<file path="config.mk">
export PLATFORM = sky130hd
export DESIGN_NAME = reset_source_flat
export DESIGN_NICKNAME = d
export VERILOG_FILES = /design/src/rtl/reset_source_if.sv /design/src/rtl/reset_source.sv /design/src/flat_wrapper.sv
export SDC_FILE = /design/constraint.sdc
export NUM_CORES = 1
export LEC_CHECK = 0
export BUFFER_PORTS_ARGS = -buffer_cell sky130_fd_sc_hd__buf_4
export CORE_MARGIN = 2
export CORE_UTILIZATION = 45
export DETAILED_ROUTE_END_ITERATION = 12
export GPL_ROUTABILITY_DRIVEN = 0
export SYNTH_ARGS = -nofsm -noshare
export SYNTH_HDL_FRONTEND = slang
export SYNTH_SLANG_ARGS = --single-unit
</file>
<file path="constraint.sdc">
create_clock -name iClk -period 4.8 [get_ports iClk]
set_input_delay 0.48 -clock iClk [delete_from_list [all_inputs] [get_ports iClk]]
set_output_delay 0.48 -clock iClk [all_outputs]
set_load 0.02 [all_outputs]
</file>
<file path="src/rtl/reset_source_if.sv">
// Handshake/status bundle between the reset request generator and its environment.
interface reset_source_if;
  logic       iButton;
  logic       iWdtEnable;
  logic       iWdtKick;
  logic       iSwReset;
  logic       oResetReq;
  logic [2:0] oCause;
  logic       oBusy;

  modport master (
    output iButton,
    output iWdtEnable,
    output iWdtKick,
    output iSwReset,
    input  oResetReq,
    input  oCause,
    input  oBusy
  );

  modport slave (
    input  iButton,
    input  iWdtEnable,
    input  iWdtKick,
    input  iSwReset,
    output oResetReq,
    output oCause,
    output oBusy
  );
endinterface

</file>
<file path="src/rtl/reset_source.sv">
// Reset request producer: debounced button, watchdog and software strobe
// merged into one fixed-length request pulse with a sticky cause record.
module reset_source #(
  parameter int unsigned DEBOUNCE_BITS  = 16,
  parameter int unsigned WDT_BITS       = 24,
  parameter int unsigned PULSE_LEN      = 4,
  parameter int unsigned BTN_ACTIVE_LOW = 1
) (
  input  logic          iClk,
  input  logic          iReset,
  reset_source_if.slave bus
);

  localparam int unsigned PCNT_W   = (PULSE_LEN > 1) ? $clog2(PULSE_LEN) : 1;
  localparam logic        BTN_IDLE = (BTN_ACTIVE_LOW != 0);

  typedef enum logic [1:0] {
    IDLE    = 2'd0,
    PULSE   = 2'd1,
    HOLDOFF = 2'd2
  } state_e;

  state_e                   state_q, state_d;
  logic [PCNT_W-1:0]        pcnt_q, pcnt_d;
  logic                     req_q, req_d;
  logic [2:0]               cause_q, cause_d;
  logic                     busy_q, busy_d;

  logic                     s1_q, s2_q;
  logic                     db_q, db_prev_q;
  logic [DEBOUNCE_BITS-1:0] dcnt_q;
  logic [WDT_BITS-1:0]      wcnt_q;
  logic                     sw_prev_q;

  logic                     pressed;
  logic                     btn_evt;
  logic                     wdt_evt;
  logic                     sw_evt;
  logic [2:0]               evt_vec;

  assign pressed = s2_q ^ BTN_IDLE;
  assign btn_evt = db_q & ~db_prev_q;
  assign wdt_evt = bus.iWdtEnable && (state_q == IDLE) && !bus.iWdtKick && (wcnt_q == '1);
  assign sw_evt  = bus.iSwReset & ~sw_prev_q;
  assign evt_vec = {sw_evt, wdt_evt, btn_evt};

  // Button synchronizer and debouncer; any bounce back to db restarts the count.
  always_ff @(posedge iClk) begin
    if (iReset) begin
      s1_q      <= BTN_IDLE;
      s2_q      <= BTN_IDLE;
      db_q      <= 1'b0;
      db_prev_q <= 1'b0;
      dcnt_q    <= '0;
    end else begin
      s1_q      <= bus.iButton;
      s2_q      <= s1_q;
      db_prev_q <= db_q;
      if (pressed == db_q) begin
        dcnt_q <= '0;
      end else if (dcnt_q != '1) begin
        dcnt_q <= dcnt_q + DEBOUNCE_BITS'(1);
      end else begin
        db_q   <= pressed;
        dcnt_q <= '0;
      end
    end
  end

  // Watchdog counter; only runs while enabled and idle, a kick beats expiry.
  always_ff @(posedge iClk) begin
    if (iReset) begin
      wcnt_q <= '0;
    end else if (!bus.iWdtEnable || (state_q != IDLE)) begin
      wcnt_q <= '0;
    end else if (bus.iWdtKick || (wcnt_q == '1)) begin
      wcnt_q <= '0;
    end else begin
      wcnt_q <= wcnt_q + WDT_BITS'(1);
    end
  end

  // Software request rising-edge detector.
  always_ff @(posedge iClk) begin
    if (iReset) begin
      sw_prev_q <= 1'b0;
    end else begin
      sw_prev_q <= bus.iSwReset;
    end
  end

  // Request FSM state and output registers.
  always_ff @(posedge iClk) begin
    if (iReset) begin
      state_q <= IDLE;
      pcnt_q  <= '0;
      req_q   <= 1'b0;
      cause_q <= 3'b000;
      busy_q  <= 1'b0;
    end else begin
      state_q <= state_d;
      pcnt_q  <= pcnt_d;
      req_q   <= req_d;
      cause_q <= cause_d;
      busy_q  <= busy_d;
    end
  end

  // Next-state logic: events are only accepted in IDLE, dropped otherwise.
  always_comb begin
    state_d = state_q;
    pcnt_d  = pcnt_q;
    req_d   = req_q;
    cause_d = cause_q;
    case (state_q)
      IDLE: begin
        if (|evt_vec) begin
          state_d = PULSE;
          pcnt_d  = PCNT_W'(PULSE_LEN - 1);
          cause_d = evt_vec;
          req_d   = 1'b1;
        end
      end
      PULSE: begin
        if (pcnt_q == '0) begin
          req_d   = 1'b0;
          state_d = HOLDOFF;
        end else begin
          pcnt_d = pcnt_q - PCNT_W'(1);
        end
      end
      HOLDOFF: begin
        req_d = 1'b0;
        if (!db_q && !bus.iSwReset) begin
          state_d = IDLE;
        end
      end
      default: begin
        state_d = IDLE;
        req_d   = 1'b0;
      end
    endcase
    busy_d = (state_d != IDLE);
  end

  assign bus.oResetReq = req_q;
  assign bus.oCause    = cause_q;
  assign bus.oBusy     = busy_q;

endmodule

</file>
<file path="src/flat_wrapper.sv">
// flat-port wrapper written by rule: the top's interface ports become plain ports
module reset_source_flat 
#(
  parameter int unsigned DEBOUNCE_BITS  = 16,
  parameter int unsigned WDT_BITS       = 24,
  parameter int unsigned PULSE_LEN      = 4,
  parameter int unsigned BTN_ACTIVE_LOW = 1
)
  (iClk, iReset, bus_iButton, bus_iWdtEnable, bus_iWdtKick, bus_iSwReset, bus_oResetReq, bus_oCause, bus_oBusy);
  reset_source_if bus_i ();
  input  logic iClk;
  input  logic iReset;
  input wire logic [$bits(bus_i.iButton)-1:0] bus_iButton;
  input wire logic [$bits(bus_i.iWdtEnable)-1:0] bus_iWdtEnable;
  input wire logic [$bits(bus_i.iWdtKick)-1:0] bus_iWdtKick;
  input wire logic [$bits(bus_i.iSwReset)-1:0] bus_iSwReset;
  output wire logic [$bits(bus_i.oResetReq)-1:0] bus_oResetReq;
  output wire logic [$bits(bus_i.oCause)-1:0] bus_oCause;
  output wire logic [$bits(bus_i.oBusy)-1:0] bus_oBusy;
  assign bus_i.iButton = bus_iButton;
  assign bus_i.iWdtEnable = bus_iWdtEnable;
  assign bus_i.iWdtKick = bus_iWdtKick;
  assign bus_i.iSwReset = bus_iSwReset;
  assign bus_oResetReq = bus_i.oResetReq;
  assign bus_oCause = bus_i.oCause;
  assign bus_oBusy = bus_i.oBusy;
  reset_source #(.DEBOUNCE_BITS(DEBOUNCE_BITS), .WDT_BITS(WDT_BITS), .PULSE_LEN(PULSE_LEN), .BTN_ACTIVE_LOW(BTN_ACTIVE_LOW)) u_core (.iClk(iClk), .iReset(iReset), .bus(bus_i));
endmodule
</file>
---- Yosys cells after proc, flatten, opt, wreduce, memory -nomap -nowiden ----
Cells that the tools add are included.
word-level totals
  flip-flop bits (word level) ............. 54
  latch bits .............................. 0
  bits in writable memories ............... 0
  bits in read-only memories .............. 0
  output and inout port bits .............. 5
  word-level logic and storage cells ...... 62
  memories kept ........................... 0
operators by class
  $add $sub $neg .......................... 3
  $mul .................................... 0
  divide/modulo/power cells ............... 0
  order comparisons ....................... 0
  eq/ne operators ......................... 8
  shift-type cells ........................ 0
  multiplexer cells ....................... 10
  bitwise operators ....................... 7
  reductions and logical operators ........ 22
operator list
  cell                     count
  $add A24 B1 Y24 const B  1
  $eq A24 B24 Y1 const B   1
  $add A16 B1 Y16 const B  1
  $ne A16 B16 Y1 const B   1
  $mux W2                  5
  $reduce_or A3 Y1         3
  $pmux W2 S3              1
  $reduce_and A2 Y1        3
  $reduce_bool A2 Y1       3
  $not A1 Y1               5
  $logic_and A1 B1 Y1      4
  $logic_not A1 Y1         4
  $logic_not A2 Y1         2
  $ne A2 B2 Y1 const B     2
  $pmux W2 S2              1
  $reduce_and A3 Y1        1
  $and A1 B1 Y1            2
  $eq A2 B1 Y1 const B     1
  $eq A2 B2 Y1 const B     1
  $logic_or A1 B1 Y1       2
  $mux W1                  2
  $ne A2 B1 Y1 const B     1
  $pmux W1 S2              1
  $sub A2 B1 Y2 const B    1
  $eq A1 B1 Y1             1

---- Depth between registers and ports, before layout ----
  depth after elaboration ................. 8
  depth in mapped cells ................... 7

---- Worst setup path before layout ----
OpenSTA, ideal clock, no wires.
  path type ............................... register -> register
  from .................................... register u_core.wcnt_q[0]
  to ...................................... register u_core.wcnt_q[22]
  setup time .............................. 0.070 ns
  arrival ................................. 1.746 ns
  slack ................................... 2.984 ns
  cell stages (with the launch flop) ...... 7
  buffers on the path ..................... 1
  clock period less this slack ............ 1.816 ns
  cells stage by stage .................... dfxtp_1 > ha_1 > nand4_2 > or4_1 > buf_2 > or3_1 > a21oi_1
between the ends
  word-level cells in the longest chain between the ends .. 3
  elaborated cells between the ends (all ways) .. 4
ends and longest elaborated chain
  what                                                     RTL line            RTL
  start: declaration                                       reset_source.sv:32  logic [WDT_BITS-1:0] wcnt_q;
  start signal: assignment                                 reset_source.sv:79  wcnt_q <= wcnt_q + WDT_BITS'(1);
  branches (longest 3 deep; another with $add A24 B1 Y24)  n/a
Several ways; the timed one is not identified.
A chain may end at the register's enable or synchronous reset.

---- Worst setup path after layout ----
  from .................................... register u_core.wcnt_q[0]
  to ...................................... register u_core.wcnt_q[14]
The elaborated chain is that of the path after synthesis.

==> results by group <==
Outcome
  – Status: finished clean

Logic synthesis
  – Avg Cell Area, Syn: approximately 8.7 µm²
  – Synth area leader: dfxtp_1
  – Sequential share of the synthesized area: a little under half
  – Synth cell types: 44
  – Post-synthesis cell count: roughly 280
  – Post-synth top flop: dfxtp_1
  – Synth top area cells: dfxtp_1 (45%), nor2_1 (5.6%), xnor2_1 (4.7%)
  – Ys Warns: 0
  – Number of flops mapped to enable cells by yosys: 0
  – Synth Cell Area: between 0.002 and 0.0025 mm²
  – Top cells by count, synth: dfxtp_1 (54), nor2_1 (36), nand2_1 (16), nand4_1 (16)
  – #FFs+latches synth: 54
  – Synth top area share: 45.05%
  – Async set-or-reset flop fraction in the synthesized netlist: 0%
  – Count leader, synth: dfxtp_1
  – Mapped Nets: 284

Critical path
  – CP max-delay cell: nor4_1
  – CP max FO: 21
  – WP buf/inv: 0
  – Required @ worst endpoint: between 4 and 5 ns
  – Levels on crit path: 5
  – CP endpoint kind: flip-flop
  – R2R Path End: u_core.wcnt_q[14]
  – CP delay by family, top: simple AND/OR/NAND/NOR gates
  – Crit path cell chain: ha_1 -> nand4_2 -> nor4_1 -> a31o_2 -> nor2_1
  – R2R depth: 5
  – Critical Path Max Stage Delay: ~0.53 ns
  – Worst setup SP type: flip-flop
  – Crit path capture: u_core.wcnt_q[14]
  – Critical path class: flip-flop to flip-flop
  – Reg-to-reg critical path startpoint: u_core.wcnt_q[0]
  – Crit path arrival time: roughly 2.3 ns
  – Crit path from: u_core.wcnt_q[0]
  – FF-to-FF setup slack: 2.67 ns

Clock tree
  – CTS Root Cell: clkbuf_8
  – Post-CTS Setup Bufs: 0
  – Clk buf depth: 2
  – TritonCTS clock tree: built
  – # H-tree levels: 2
  – Post-CTS sizing: 0
  – CTS Buf Count: 5
  – Hold Buf Count CTS: 0
  – Clock sink count: 54
  – Worst-path clk slew: about 0.11 ns
  – Worst-skew pair later-pin latency: 0.32 ns

Pwr
  – Internal: between 0.5 and 0.6 mW
  – LEAKAGE: 0.7791 nW
  – VDD IR max: 0.0001372 V
  – Gate power share: about 5.3%
  – Pwr dens: ~290 mW/mm²
  – Flop pwr share: between 60% and 70%
  – Net Sw Power: ~0.19 mW
  – Clock power frac: about a third
  – Sw Share: between 20% and 30%

Global route
  – Largest net degree at the start of global routing: 22
  – First-pass GRT wire length: 7590 µm
  – Total grt overflow: 0
  – Vias in the first global route: about 1700
  – GRT Total Usage: 15.57%
  – Initial antenna violation count: 0

Drt
  – Total Wirelength: approximately 4200 µm
  – First-iteration detailed-routing DRC count: around 70
  – Drt pass-1 iters: 4
  – Routed Antenna Nets: 0
  – Via density: approximately 5.3
  – Detailed-route wire length per cell: approximately 12 µm
  – Vias after detailed routing: about 1900
  – DRC viols: 0

Floorplanning
  – DIE AREA: 0.005933 mm²
  – Initial cell density of the core: between 40% and 50%
  – Core Area: slightly above 0.005 mm²
  – Die Y: roughly 77 µm
  – # IOs: 11
  – DIE WIDTH: ~77 µm
  – FP Rows: 26

Timing
  – Fin crit share: between 40% and 50%
  – Slew @ Worst Pin: 0.8414 ns
  – Slew Limit Fails: 0
  – Clock skew: 0.01572 ns
  – Min Tclk post-route: roughly 2.1 ns
  – Final hold violation count: 0
  – Max_slew headroom: a little over two fifths
  – Worst setup margin: 2.665 ns
  – Setup Viol. Count Final: 0
  – Max Clk Rate: between 400 and 500 MHz
  – Setup TNS: 0 ns
  – RSZ-0062 raised after global routing: false

Cells and area
  – Area Growth Syn to Fin: 8.655%
  – Share of layout cells above drive strength 1: 8.511%
  – Fin area: about 0.0026 mm²
  – Final nets: 290
  – Antenna diode count: 0

Job
  – Max-cap violation count: 0

Placed design
  – IO buf count: 10
  – Post-DP Area: between 0.002 and 0.003 mm²
  – Post-DP HPWL: 3039 µm
  – Place WS: 2.633 ns

Hold path
  – Hold Path Class: input port to flip-flop
## power by group through the flow
stage	sequential (mW)	clock, mW	combinational [mW]
2_1_floorplan	0.475	0	0.0257
3_3_place_gp	0.473	0	0.0408
3_5_place_dp	0.473	0	0.0412
4_1_cts	0.462	0.277	0.0412
5_1_grt	0.464	0.295	0.0459
6_report	0.462	0.264	0.0405
## registers in the layout, summed over array words and instances, names as in the netlist
| register | flops |
|---|---|
| u_core.db_prev_q | 1 |
| u_core.s2_q | 1 |
| u_core.bus.oResetReq | 1 |
| u_core.state_q | 2 |
| u_core.db_q | 1 |
| u_core.bus.oCause | 3 |
| u_core.dcnt_q | 16 |
| u_core.s1_q | 1 |
| u_core.pcnt_q | 2 |
| u_core.bus.oBusy | 1 |
| u_core.wcnt_q | 24 |
| u_core.sw_prev_q | 1 |
## layout by cell type (no fill, tap or decap), types with 2 or more instances in the layout
| cell | Yosys | final |
|---|---|---|
| nand3_1 | 15 | 15 |
| and4_1 | 6 | 6 |
| ha_1 | 3 | 3 |
| inv_6 | 0 | 2 |
| dfxtp_1 | 54 | 54 |
| nand4_1 | 16 | 16 |
| o21ai_0 | 8 | 8 |
| nor2_1 | 36 | 36 |
| clkbuf_8 | 0 | 5 |
| nand2b_1 | 3 | 3 |
| o22ai_1 | 2 | 2 |
| inv_1 | 9 | 9 |
| o31ai_1 | 4 | 4 |
| a21oi_1 | 15 | 15 |
| or4_1 | 5 | 5 |
| buf_4 | 1 | 10 |
| nor4_1 | 5 | 5 |
| or3_1 | 6 | 6 |
| nor2b_1 | 4 | 4 |
| nand3b_1 | 3 | 3 |
| xor2_1 | 13 | 13 |
| nor3_1 | 5 | 5 |
| or2_2 | 2 | 2 |
| xnor2_1 | 13 | 13 |
| a31oi_1 | 3 | 3 |
| nand2_1 | 16 | 16 |
## stage by stage
step / util [%] / instances / hold WS [ns] / total power, mW
after floorplan: - / 275 / 0.3895 / 0.5005
after global placement: 48.88 / 344 / 0.3919 / 0.5135
after detailed placement: 48.88 / 344 / 0.4003 / 0.5139
after CTS: 50.73 / 352 / 0.3245 / 0.7804
after global routing: 50.73 / 352 / 0.3243 / 0.8049
final: 50.73 / 352 / 0.3335 / 0.7668
## area by class of cell
type | instances | area [µm²]
Fill cell | 533 | 2532
Multi-Input combinational cell | 201 | 1235
Sequential cell | 54 | 1081
Tap cell | 70 | 87.58
Timing Repair Buffer | 10 | 75.07
Clock buffer | 5 | 68.82
Inverter | 9 | 33.78
Clock inverter | 3 | 26.28
## cells by family after synthesis
group | synth area share (%)
flops | 45.05
xor+xnor | 9.489
simple gates | 29.30
fa+ha+maj | 1.564
buf+inv | 3.493
compound gates | 11.11
## worst min-delay path by stage
stage | startpoint | endpoint | slack (ns) | cells after the start
floorplan | u_core.s1_q | u_core.s2_q | 0.39 | 1
global placement | u_core.s1_q | u_core.s2_q | 0.39 | 1
detailed placement | u_core.s1_q | u_core.s2_q | 0.40 | 1
CTS | bus_iButton | u_core.s1_q | 0.32 | 2
global route | bus_iButton | u_core.s1_q | 0.32 | 2
finish | bus_iButton | u_core.s1_q | 0.33 | 2
## layer usage
metal | global-route usage, % | vias up | routed length (µm)
li1 | - | 1004 | -
met2 | 23.95 | 15 | 1834
met4 | 5.714 | 0 | 52
met5 | 0 | - | 0
met3 | 4.353 | 5 | 102
met1 | 20.89 | 848 | 2241
Note: power is estimated with default switching activity, not from simulation.
